**src/rtl/jtframe_spi_dl.sv**
```systemverilog
// SPI download slave: oversamples the io controller SPI lines in the clk domain and turns
// file-transfer commands into the core-side ioctl write stream.
module jtframe_spi_dl #(
  parameter int unsigned     AW         = 22,
  parameter logic [AW-1:0]   ADDR_START = '0,
  parameter logic [7:0]      CMD_TX     = 8'h54,
  parameter logic [7:0]      CMD_DATA   = 8'h55,
  parameter logic [7:0]      CMD_INDEX  = 8'h53
) (
  input  logic          clk,
  input  logic          rst_n,
  input  logic          SPI_SCK,
  input  logic          SPI_SS2,
  input  logic          SPI_DI,
  output logic          downloading,
  output logic [AW-1:0] ioctl_addr,
  output logic [7:0]    ioctl_data,
  output logic          ioctl_wr,
  output logic [7:0]    ioctl_index
);

  typedef enum logic [2:0] {StIdle, StCtrl, StData, StIndex, StSkip} state_e;

  logic [1:0] sck_sync_q, ss_sync_q, di_sync_q;
  logic       sck_prev_q;
  logic       sck_s, ss_s, di_s, sck_rise;

  always_ff @(posedge clk or negedge rst_n) begin
    if (!rst_n) begin
      sck_sync_q <= '0;
      ss_sync_q  <= '0;
      di_sync_q  <= '0;
      sck_prev_q <= 1'b0;
    end else begin
      sck_sync_q <= {sck_sync_q[0], SPI_SCK};
      ss_sync_q  <= {ss_sync_q[0], SPI_SS2};
      di_sync_q  <= {di_sync_q[0], SPI_DI};
      sck_prev_q <= sck_s;
    end
  end

  assign sck_s    = sck_sync_q[1];
  assign ss_s     = ss_sync_q[1];
  assign di_s     = di_sync_q[1];
  assign sck_rise = sck_s & ~sck_prev_q;

  // The eighth bit is taken straight from the line, so only seven bits need storing.
  logic [6:0] shift_q;
  logic [2:0] bitcnt_q;
  logic       byte_rdy_q;
  logic [7:0] byte_q;

  always_ff @(posedge clk or negedge rst_n) begin
    if (!rst_n) begin
      shift_q    <= '0;
      bitcnt_q   <= '0;
      byte_rdy_q <= 1'b0;
      byte_q     <= '0;
    end else begin
      byte_rdy_q <= 1'b0;
      if (ss_s) begin
        bitcnt_q <= '0;
      end else if (sck_rise) begin
        shift_q  <= {shift_q[5:0], di_s};
        bitcnt_q <= bitcnt_q + 3'd1;
        if (bitcnt_q == 3'd7) begin
          byte_rdy_q <= 1'b1;
          byte_q     <= {shift_q, di_s};
        end
      end
    end
  end

  state_e        state_q;
  logic          dl_q, wr_q;
  logic [AW-1:0] addr_q;
  logic [7:0]    data_q, index_q;

  always_ff @(posedge clk or negedge rst_n) begin
    if (!rst_n) begin
      state_q <= StIdle;
      dl_q    <= 1'b0;
      wr_q    <= 1'b0;
      addr_q  <= ADDR_START;
      data_q  <= '0;
      index_q <= '0;
    end else begin
      wr_q <= 1'b0;
      // Address advances the cycle after the strobe so the strobe sees the write address.
      if (wr_q) addr_q <= addr_q + AW'(1);
      if (ss_s) begin
        state_q <= StIdle;
      end else if (byte_rdy_q) begin
        unique case (state_q)
          StIdle: begin
            if      (byte_q == CMD_TX)    state_q <= StCtrl;
            else if (byte_q == CMD_DATA)  state_q <= StData;
            else if (byte_q == CMD_INDEX) state_q <= StIndex;
            else                          state_q <= StSkip;
          end
          StCtrl: begin
            if (byte_q == 8'hFF) begin
              dl_q   <= 1'b1;
              addr_q <= ADDR_START;
            end else if (byte_q == 8'h00) begin
              dl_q <= 1'b0;
            end
            state_q <= StSkip;
          end
          StIndex: begin
            index_q <= byte_q;
            state_q <= StSkip;
          end
          StData: begin
            if (dl_q) begin
              data_q <= byte_q;
              wr_q   <= 1'b1;
            end
          end
          StSkip: ;
          default: state_q <= StIdle;
        endcase
      end
    end
  end

  assign downloading = dl_q;
  assign ioctl_addr  = addr_q;
  assign ioctl_data  = data_q;
  assign ioctl_wr    = wr_q;
  assign ioctl_index = index_q;

endmodule

```
**config.mk**
```make
export PLATFORM = sky130hd
export DESIGN_NAME = jtframe_spi_dl
export DESIGN_NICKNAME = d
export VERILOG_FILES = /design/src/rtl/jtframe_spi_dl.sv
export SDC_FILE = /design/constraint.sdc
export NUM_CORES = 1
export LEC_CHECK = 0
export CORE_ASPECT_RATIO = 0.7
export CORE_UTILIZATION = 56
export CTS_BUF_LIST = sky130_fd_sc_hd__clkbuf_16
export DETAILED_ROUTE_END_ITERATION = 16
export PLACE_DENSITY = 0.84
export SKIP_CTS_REPAIR_TIMING = 1
export SLEW_MARGIN = 40
export SYNTH_ARGS = -nofsm -noshare
export SYNTH_HDL_FRONTEND = slang
export SYNTH_SLANG_ARGS = --single-unit
```
**constraint.sdc**
```tcl
create_clock -name clk -period 3.1 [get_ports clk]
set_clock_uncertainty 0.05 [all_clocks]
set_input_delay 0.775 -clock clk [delete_from_list [all_inputs] [get_ports clk]]
set_output_delay 0.775 -clock clk [all_outputs]
set_load 0.1 [all_outputs]
```
==> impl_metrics.tcl <==
set metrics [dict create \
    max_freq_ghz 0.462 \
    wl_per_cell_um 16.3 \
    crit_type "flip-flop to flip-flop" \
    max_slew_margin_pct 65.5 \
    insertedDiodeCount 0 \
    maxCapViolCount 0 \
    reg2reg_from "ioctl_wr$_DFF_PN0_" \
    numClockSinks 69 \
    stdcell_count 359 \
    rr_worst_depth 4 \
    fin_area_sq_mm 0.00356 \
    async_reset_ff_share_pct 100 \
    syn_inst 238 \
    totalPowerFinal_mw 1.90 \
    chipWidth_um 88.1 \
    drt_iter0_drc 103 \
    die_h_um 62.3 \
    vdd_drop_max_uv 461 \
    grt_setup_unrepaired "false" \
    grt.overflow.total 0 \
    via_per_inst 5.54 \
    holdPathEnd "ss_sync_q[1]$_DFF_PN0_" \
    cts_buffers 9 \
    final_nets 295 \
    synth_ff_type "dfrtp_1" \
    path_cells "nand4_1 -> or4_1 -> or3_1 -> a21oi_1" \
    dieArea_sq_mm 0.00549 \
    cpMaxStageDelayCell "or4_1" \
    min_path_cells 0 \
    drive_above_1_share_pct 30.7 \
    final_common_cell "dfrtp_1" \
    reg2reg_slack_ns 0.94 \
    critPathMaxFanout 8 \
    r2r-end "ioctl_addr[21]$_DFF_PN0_" \
    synth_warnings 0 \
    start_util_pct 59.5 \
    worstHoldStart "ss_sync_q[0]$_DFF_PN0_" \
    clockBufferDepth 2 \
    cts_max_level 3 \
    power_density_mw_per_mm2 534 \
    synthDistinctLibCells 33 \
    area_growth_pct 22.6 \
    drc 0 \
    yosysSeqAreaShare_pct 59.4 \
    worstPathRequired_ns 3.30 \
    place_hpwl_um 3950 \
    hp-class "flip-flop to flip-flop" \
    crit_family "simple AND/OR/NAND/NOR gates" \
    critPathBufInv 0 \
    pin_count 45 \
    start_kind "flip-flop" \
    cts-root-buf "clkbuf_16" \
    grt_pass1_vias 2034 \
    status "finished, final reports clean" \
    fin_setup_tns_ns 0 \
    cts.clk_slew.worst_paths_ns 0.05 \
    grt_usage_pct 25.2 \
    io_buffer_count 44 \
    drtPass1Iterations 4 \
    antenna_found_initial 0 \
    fin_crit_ns 2.16 \
    critPathCaptureType "flip-flop" \
    synth_nets 246 \
    worst_path_largest_cell_delay_ns 0.65 \
    place.gp.congestion 0.808 \
    place_area_sq_mm 0.00332 \
    cts_tree "done" \
    num_rows 21 \
    layout_common_cells "69 x dfrtp_1, 44 x buf_4, 31 x mux2_2, 20 x nor2_1, 12 x nand2_1" \
    placed_cells 345 \
    clk_latency_ns 0.33 \
    vias 1990 \
    wl_um 5840 \
    ys_ff_latch 69 \
    syn_area_sq_mm 0.00291 \
    fillers 335 \
    ant_nets 0 \
    synth_edf_count 0 \
    syn_area_per_cell_sq_um 12.2 \
    hold_viol 0 \
    fin_crit_sh_pct 69.8 \
    drv_slew 0 \
    setup_viol 0 \
    grt_max_degree 29 \
    p_leak_nw 1.76 \
    worstMarginPinSlew_ns 0.516 \
    worstPathArrival_ns 2.36 \
    worst-path-stages 4 \
    grt_pass1_wl_um 10100 \
    design.core.area_sq_mm 0.00489 \
]
==> power breakdown <==
part           switching (mW)  internal, mW  total (mW)
Sequential             0.0296         0.946       0.975
Combinational          0.0319        0.0372      0.0691
Clock                   0.339         0.520       0.859
==> registers in the layout, indices dropped and copies added, names as in the netlist <==
register	flops
sck_sync_q	2
byte_q	8
ss_sync_q	2
byte_rdy_q	1
sck_prev_q	1
di_sync_q	2
shift_q	7
ioctl_index	8
ioctl_data	8
downloading	1
bitcnt_q	3
ioctl_wr	1
state_q	3
ioctl_addr	22
==> logic make-up after synthesis <==
kind of cell	count (synthesis)	share of synthesized area [%]
buffers and inverters	14	1.98
AO/OA/AOI/OAI	23	4.43
adder cells (fa/ha/maj)	3	1.29
flip-flops	69	59.4
AND/OR/NAND/NOR	78	14.6
XOR/XNOR	15	4.52
multiplexers	36	13.7
==> cell type report <==
cell class / count / area, sq um / share of cell area (%)
inverter: 4 / 15.0 / 0.421
clock buffer: 9 / 225 / 6.32
timing repair buffer: 48 / 365 / 10.3
sequential: 69 / 1730 / 48.5
clock inverter: 5 / 22.5 / 0.632
multi-input combinational: 155 / 1120 / 31.5
tap: 69 / 86.3 / 2.42
==> metrics by stage <==
stage | setup slack (ns) | hold WS [ns] | utilization, %
after floorplan | 0.423 | 0.281 | -
after global placement | 1.07 | 0.283 | 67.8
after detailed placement | 0.981 | 0.285 | 67.8
after CTS | 0.955 | 0.296 | 72.9
after global routing | 0.816 | 0.304 | 72.9
final | 0.938 | 0.296 | 72.9
==> worst max-delay path by stage <==
stage                                 start                  endpoint  slack, ns
floorplan           ioctl_addr[0]$_DFF_PN0_  ioctl_addr[18]$_DFF_PN0_       0.42
global placement    ioctl_addr[0]$_DFF_PN0_  ioctl_addr[16]$_DFF_PN0_       1.07
detailed placement  ioctl_addr[0]$_DFF_PN0_  ioctl_addr[16]$_DFF_PN0_       0.98
CTS                 ioctl_addr[0]$_DFF_PN0_  ioctl_addr[16]$_DFF_PN0_       0.96
global route             ioctl_wr$_DFF_PN0_  ioctl_addr[15]$_DFF_PN0_       0.82
finish                   ioctl_wr$_DFF_PN0_  ioctl_addr[21]$_DFF_PN0_       0.94
==> Yosys cell counts (2+ instances only) <==
| library cell | count | area [sq um] |
|---|---|---|
| dfrtp_1 | 69 | 1730 |
| mux2_2 | 31 | 349 |
| nor2_1 | 20 | 75.1 |
| nand2_1 | 12 | 45.0 |
| a21oi_1 | 9 | 45.0 |
| o21ai_0 | 9 | 45.0 |
| or3_1 | 9 | 56.3 |
| xnor2_1 | 9 | 78.8 |
| clkbuf_1 | 6 | 22.5 |
| nand3_1 | 6 | 30.0 |
| nand4_1 | 6 | 37.5 |
| nor3_1 | 6 | 30.0 |
| xor2_1 | 6 | 52.6 |
| mux2i_1 | 5 | 50.1 |
| inv_1 | 4 | 15.0 |
| and4_1 | 3 | 26.3 |
| buf_2 | 3 | 15.0 |
| ha_1 | 3 | 37.5 |
| nand2b_1 | 3 | 18.8 |
| nor4_1 | 3 | 18.8 |
| or4_1 | 3 | 22.5 |
| nand4b_1 | 2 | 17.5 |
==> per-layer routing <==
layer	share of wire (%)	global-route usage, %	vias up	wire length (um)
met2	45	36.3	44	2620
met3	5.2	9.71	9	302
met5	0	0	-	0
met4	1.7	10.9	0	100
li1	-	-	955	-
met1	48	34.0	982	2820
==> worst register-to-register path, cell delays in order (launching register included) <==
cell and delay, ns:
dfrtp_1 0.48, nand4_1 0.35, or4_1 0.65, or3_1 0.40, a21oi_1 0.15
Note: power is estimated with default switching activity, not from simulation.
